## config.mk

```make
export PLATFORM = sky130hd
export DESIGN_NAME = led_chain_ctl_flat
export DESIGN_NICKNAME = d
export VERILOG_FILES = /design/src/rtl/led_chain_ctl_if.sv /design/src/rtl/led_chain_ctl.sv /design/src/flat_wrapper.sv
export SDC_FILE = /design/constraint.sdc
export NUM_CORES = 1
export LEC_CHECK = 0
export BUFFER_PORTS_ARGS = -buffer_cell sky130_fd_sc_hd__buf_2
export CORE_MARGIN = 2
export CORE_UTILIZATION = 50
export CTS_BUF_LIST = sky130_fd_sc_hd__clkbuf_2 sky130_fd_sc_hd__clkbuf_4 sky130_fd_sc_hd__clkbuf_8
export DETAILED_ROUTE_END_ITERATION = 8
export GPL_TIMING_DRIVEN = 0
export MAX_ROUTING_LAYER = met4
export PLACE_DENSITY = 0.88
export SYNTH_ARGS = -nofsm -noshare
export SYNTH_HDL_FRONTEND = slang
export SYNTH_SLANG_ARGS = --single-unit
```

## constraint.sdc

```tcl
create_clock -name FIFTYMHZ -period 2.5 [get_ports FIFTYMHZ]
set_input_delay 0.125 -clock FIFTYMHZ [delete_from_list [all_inputs] [get_ports FIFTYMHZ]]
set_output_delay 0.125 -clock FIFTYMHZ [all_outputs]
set_load 0.03 [all_outputs]
```

## src/rtl/led_chain_ctl_if.sv

```systemverilog
// Pattern-load handshake between the raspi-side bridge and the LED sequencer.
// The bridge holds REQ_LOAD high and sees LOAD_ACK pulse once per request.
interface led_chain_ctl_if;
   logic        REQ_LOAD;
   logic [33:0] LOAD_DATA;
   logic        LOAD_ACK;

   modport master (
      output REQ_LOAD,
      output LOAD_DATA,
      input  LOAD_ACK
   );

   modport slave (
      input  REQ_LOAD,
      input  LOAD_DATA,
      output LOAD_ACK
   );
endinterface

```

## src/rtl/led_chain_ctl.sv

```systemverilog
// Animation sequencer for the 34-LED GPIO chain plus on-board status LEDs.
// Prescaled steps run walk/bounce/fill/hold; handshake loads pre-empt steps.
module led_chain_ctl #(
   parameter int DIVBITS = 24
) (
   input  logic              FIFTYMHZ,
   input  logic              RESET,
   input  logic [1:0]        MODE,
   input  logic [2:0]        RATE_SEL,
   input  logic              PAUSE,
   led_chain_ctl_if.slave    ld,
   output logic [33:0]       GP0OUT,
   output logic [7:0]        LEDS,
   output logic              STEP
);

   typedef enum logic {HS_IDLE, HS_WAITDROP} hs_t;
   typedef enum logic [1:0] {M_WALK, M_BOUNCE, M_FILL, M_HOLD} mode_t;

   hs_t                hs_q, hs_d;
   mode_t              mode_q, mode_d;
   logic [DIVBITS-1:0] presc_q, presc_d;
   logic [DIVBITS-1:0] reload;
   logic [33:0]        gp_q, gp_d;
   logic [5:0]         pos_q, pos_d;
   logic               dir_q, dir_d;
   logic               wrap_q, wrap_d;
   logic               step_q, step_d;
   logic               ack_q, ack_d;
   logic               tick;
   logic               accept;

   // Ring position to chain bit: up the even side, down, then the odd side.
   function automatic logic [33:0] onehot(input logic [5:0] k);
      logic [5:0] b;
      if (k < 6'd8)
         b = (k << 2) + 6'd2;
      else if (k < 6'd17)
         b = 6'd32 - ((k - 6'd8) << 2);
      else if (k < 6'd25)
         b = ((k - 6'd17) << 2) + 6'd3;
      else
         b = 6'd33 - ((k - 6'd25) << 2);
      return 34'd1 << b;
   endfunction

   always_comb begin
      reload = '0;
      if ({29'd0, RATE_SEL} < 32'(DIVBITS))
         reload = {DIVBITS{1'b1}} >> RATE_SEL;
   end

   assign tick = (presc_q == '0) && !PAUSE;

   always_comb begin
      presc_d = presc_q;
      if (tick)
         presc_d = reload;
      else if (!PAUSE)
         presc_d = presc_q - DIVBITS'(1);
   end

   always_comb begin
      hs_d   = hs_q;
      mode_d = mode_q;
      gp_d   = gp_q;
      pos_d  = pos_q;
      dir_d  = dir_q;
      wrap_d = wrap_q;
      step_d = 1'b0;
      accept = (hs_q == HS_IDLE) && ld.REQ_LOAD;
      ack_d  = accept;

      unique case (hs_q)
         HS_IDLE:     if (ld.REQ_LOAD) hs_d = HS_WAITDROP;
         HS_WAITDROP: if (!ld.REQ_LOAD) hs_d = HS_IDLE;
      endcase

      // A load on a tick cycle swallows that tick entirely.
      if (accept) begin
         gp_d = ld.LOAD_DATA;
      end else if (tick) begin
         step_d = 1'b1;
         if (mode_t'(MODE) != mode_q) begin
            mode_d = mode_t'(MODE);
            gp_d   = '0;
            pos_d  = '0;
            dir_d  = 1'b0;
         end else begin
            unique case (mode_q)
               M_WALK: begin
                  gp_d = onehot(pos_q);
                  if (pos_q == 6'd33) begin
                     pos_d  = '0;
                     wrap_d = !wrap_q;
                  end else begin
                     pos_d = pos_q + 6'd1;
                  end
               end
               M_BOUNCE: begin
                  gp_d = onehot(pos_q);
                  if (!dir_q) begin
                     if (pos_q == 6'd33) begin
                        dir_d = 1'b1;
                        pos_d = 6'd32;
                     end else begin
                        pos_d = pos_q + 6'd1;
                     end
                  end else if (pos_q == 6'd0) begin
                     dir_d  = 1'b0;
                     pos_d  = 6'd1;
                     wrap_d = !wrap_q;
                  end else begin
                     pos_d = pos_q - 6'd1;
                  end
               end
               M_FILL: begin
                  if (pos_q < 6'd34) begin
                     gp_d  = gp_q | onehot(pos_q);
                     pos_d = pos_q + 6'd1;
                  end else begin
                     gp_d   = '0;
                     pos_d  = '0;
                     wrap_d = !wrap_q;
                  end
               end
               M_HOLD: begin
               end
            endcase
         end
      end
   end

   always_ff @(posedge FIFTYMHZ or posedge RESET) begin
      if (RESET) begin
         hs_q    <= HS_IDLE;
         mode_q  <= M_WALK;
         presc_q <= '0;
         gp_q    <= '0;
         pos_q   <= '0;
         dir_q   <= 1'b0;
         wrap_q  <= 1'b0;
         step_q  <= 1'b0;
         ack_q   <= 1'b0;
      end else begin
         hs_q    <= hs_d;
         mode_q  <= mode_d;
         presc_q <= presc_d;
         gp_q    <= gp_d;
         pos_q   <= pos_d;
         dir_q   <= dir_d;
         wrap_q  <= wrap_d;
         step_q  <= step_d;
         ack_q   <= ack_d;
      end
   end

   assign GP0OUT      = gp_q;
   assign LEDS        = {wrap_q, dir_q, pos_q};
   assign STEP        = step_q;
   assign ld.LOAD_ACK = ack_q;

endmodule

```

## src/flat_wrapper.sv

```systemverilog
// flat-port wrapper written by rule: the top's interface ports become plain ports
module led_chain_ctl_flat 
#(
   parameter int DIVBITS = 24
)
  (FIFTYMHZ, RESET, MODE, RATE_SEL, PAUSE, GP0OUT, LEDS, STEP, ld_REQ_LOAD, ld_LOAD_DATA, ld_LOAD_ACK);
  led_chain_ctl_if ld_i ();
  input  logic FIFTYMHZ;
  input  logic RESET;
  input  logic [1:0] MODE;
  input  logic [2:0] RATE_SEL;
  input  logic PAUSE;
  output logic [33:0] GP0OUT;
  output logic [7:0] LEDS;
  output logic STEP;
  input wire logic [$bits(ld_i.REQ_LOAD)-1:0] ld_REQ_LOAD;
  input wire logic [$bits(ld_i.LOAD_DATA)-1:0] ld_LOAD_DATA;
  output wire logic [$bits(ld_i.LOAD_ACK)-1:0] ld_LOAD_ACK;
  assign ld_i.REQ_LOAD = ld_REQ_LOAD;
  assign ld_i.LOAD_DATA = ld_LOAD_DATA;
  assign ld_LOAD_ACK = ld_i.LOAD_ACK;
  led_chain_ctl #(.DIVBITS(DIVBITS)) u_core (.FIFTYMHZ(FIFTYMHZ), .RESET(RESET), .MODE(MODE), .RATE_SEL(RATE_SEL), .PAUSE(PAUSE), .ld(ld_i), .GP0OUT(GP0OUT), .LEDS(LEDS), .STEP(STEP));
endmodule
```

==> impl_metrics.tcl <==
set metrics [dict create \
    synth_warnings 0 \
    fin_ws_ps -613 \
    critPathArrivalTime_ps 3400 \
    crit_cells 9 \
    drv_slew 0 \
    track_usage 0.360 \
    ys_seq_elements 71 \
    path_clk_slew_ps 90 \
    synth_ff_type "dfrtp_1" \
    grt_pass1_wl_um 23900 \
    p_per_area_mw_per_mm2 637 \
    finalHoldViolCount 4 \
    r2r_start "u_core.pos_q[0]$_DFFE_PP0P_" \
    holdPathStages 3 \
    wire_per_inst_um 27.8 \
    drive_gt1_frac 0.476 \
    cts_tree "built" \
    gp_congestion 0.944 \
    finish.utilization 0.785 \
    clock_skew_ps 14.0 \
    p_leak_nw 2.58 \
    ir_drop_v 0.000418 \
    synth_area_mm2 0.00409 \
    hp-start "ld_LOAD_DATA[7]" \
    io_buffer_count 86 \
    p_int_mw 2.49 \
    async_reset_ff_frac 1.00 \
    finalNetCount 655 \
    insertion_delay_ps 390 \
    combPwrFrac 0.292 \
    worstSetupStartpointType "register" \
    drt_iter0_markers 1004 \
    rsz0062_at_grt "true" \
    multi_input_area_mm2 0.00278 \
    clk_path_buf_depth 2 \
    r2r_cells 9 \
    crit_path_end "u_core.GP0OUT[32]$_DFFE_PP0P_" \
    numCtsBuffers 9 \
    ant_nets 0 \
    end_kind "register" \
    finalCritPeriodShare 1.25 \
    pwr-share-clk 0.315 \
    cp_slowest_cell "a21oi_1" \
    worst-path-buf-inv 2 \
    fin_crit_ps 3110 \
    dr.pass1.iters 9 \
    hpwlAfterDp_um 8490 \
    required_ps 2790 \
    yosysTopAreaCell "dfrtp_1" \
    drc 23 \
    finalSetupTns_ps -17230 \
    final_cell_mix "86 x buf_2, 64 x dfrtp_1, 40 x buf_4" \
    fin_hold_ws_ps -24.8 \
    wirelength_um 19800 \
    max_freq_ghz 0.321 \
    netlist.area_leader.share 0.435 \
    dp_cells 644 \
    worstMarginPinSlew_ps 1110 \
    pwr-share-seq 0.392 \
    antenna_found_initial 0 \
    swShare 0.363 \
    path_class "reg2reg" \
    grt_max_degree 40 \
    synth_seq_area_share 0.435 \
    slowest_delay_ps 880 \
    cp-startpoint "u_core.pos_q[0]$_DFFE_PP0P_" \
    fillers 370 \
    path_max_fanout 10 \
    hp-class "in2reg" \
    r2r-end "u_core.GP0OUT[32]$_DFFE_PP0P_" \
    setup_violations 55 \
    r2r_slack_ps -610 \
    diodes 0 \
    cts.sinks 71 \
    final_common_cell "buf_2" \
    die_y_um 94.4 \
    die_area_mm2 0.00891 \
    slew_headroom 0.257 \
    seq_area_mm2 0.00179 \
    area_growth_pct 50.0 \
    initial_core_util 0.523 \
    synth.area.top_cells "dfrtp_1 43%, a22oi_1 5.9%, nand2_1 4.0%, o21ai_0 3.7%, a21oi_1 3.2%" \
    vias 5311 \
    switchingPower_mw 1.42 \
    synth_cell_types 60 \
    drv_cap 0 \
    ctsHtreeMaxLevel 3 \
    postSynthCellCount 455 \
    cts_root_buf "clkbuf_8" \
    dieWidth_um 94.4 \
    status "complete, but fails checks" \
    grt_pass1_vias 4698 \
    top_level_ports 87 \
    rows 32 \
    synth_edf_count 0 \
    cp_cell_sequence "inv_2, ha_1, clkbuf_4, nand4bb_1, a21oi_1, a21o_1, a21oi_2, or2_2, o21ai_1" \
    overflow 0 \
    synth_area_per_cell_um2 8.98 \
    core_area_mm2 0.00781 \
    crit_family "compound AO/OA/AOI/OAI gates" \
    routed_via_density 7.47 \
    violations "design-rule violations, negative hold slack, negative setup slack" \
    fin_cells 711 \
    syn-num-nets 506 \
]
## through the flow
step	power (mW)	area [um^2]	setup WS, ps
CTS	3.56	5640	-147
global route	3.97	6130	-717
detailed placement	2.20	4710	-351
finish	3.90	6130	-613
floorplan	1.96	4130	-58.8
global placement	2.15	4690	-319
## final cells by class
class / instances / share of cell area
timing repair buffer: 140 / 0.150
clock buffer: 9 / 0.0202
multi-input combinational: 342 / 0.453
tap: 102 / 0.0208
sequential: 71 / 0.291
clock inverter: 7 / 0.0208
buffer: 26 / 0.0337
inverter: 14 / 0.00939
## Yosys cell counts (all sizes together), types with 2 or more instances
cell      n
dfrtp    71
o21ai    52
nand2    44
a22oi    32
a21oi    26
nor2     25
clkbuf   23
nand3    15
nor3     15
inv      14
or3      12
xnor2    12
nor4     11
or4       9
ha        8
nand2b    8
xor2      7
o31ai     6
a31oi     5
buf       5
nand4     5
and2      4
a211o     3
a21o      3
a32oi     3
and3      3
nand3b    3
nor4b     3
a2111oi   2
a211oi    2
a221oi    2
a22o      2
o22ai     2
o41ai     2
or2       2
## logic make-up (layout without fill, tap and decap cells)
logic type / after synthesis / in the layout / share of synthesized area
fa+ha+maj: 8 / 8 / 0.0245
simple gates: 166 / 166 / 0.222
flops: 71 / 71 / 0.435
xor+xnor: 19 / 19 / 0.0407
buf+inv: 42 / 196 / 0.0426
compound gates: 149 / 149 / 0.235
## worst min-delay path by stage
stage | to | slack (ps)
3_5_place_dp | u_core.hs_q$_DFF_PP0_ | 250
4_1_cts | u_core.GP0OUT[10]$_DFFE_PP0P_ | 4
2_1_floorplan | u_core.hs_q$_DFF_PP0_ | 160
5_1_grt | u_core.GP0OUT[7]$_DFFE_PP0P_ | -20
3_3_place_gp | u_core.hs_q$_DFF_PP0_ | 250
6_report | u_core.GP0OUT[7]$_DFFE_PP0P_ | -20
## sequential cells by signal, indices dropped and copies added (netlist names)
register and cells:
u_core.GP0OUT 34, u_core.presc_q 24, u_core.pos_q 6, u_core.mode_q 2
u_core.STEP 1, u_core.dir_q 1, u_core.hs_q 1, u_core.ld.LOAD_ACK 1
u_core.wrap_q 1
## worst min-delay path: stages
cell,delay [ps]
buf_2,90
a22oi_2,70
o21ai_2,50
## power by group through the flow
| stage | combinational (mW) | clock (mW) | sequential, mW |
|---|---|---|---|
| 6_report | 1.14 | 1.23 | 1.53 |
| 5_1_grt | 1.18 | 1.25 | 1.53 |
| 4_1_cts | 0.895 | 1.17 | 1.49 |
| 3_5_place_dp | 0.691 | 0 | 1.51 |
| 3_3_place_gp | 0.656 | 0 | 1.49 |
| 2_1_floorplan | 0.346 | 0 | 1.62 |
## routing by layer
layer  global-route usage  routed length, um  part of all wire  vias up
li1                     -                  -                 -     2001
met1                0.404               6330              0.32     2417
met2                0.592               8760              0.44      645
met3               0.0766               2630              0.13      248
met4                0.217               2030              0.10        0
met5                    -                  0                 0        -
## repair_timing
item,in CTS,in global routing
pin swaps,26,26
setup endpoints to repair,50,60
hold buffers,5,0
hold endpoints to repair,42,0
buffers inserted,20,28
resized for setup,111,75
gates cloned,1,1
(Power assumes the default switching activity.)
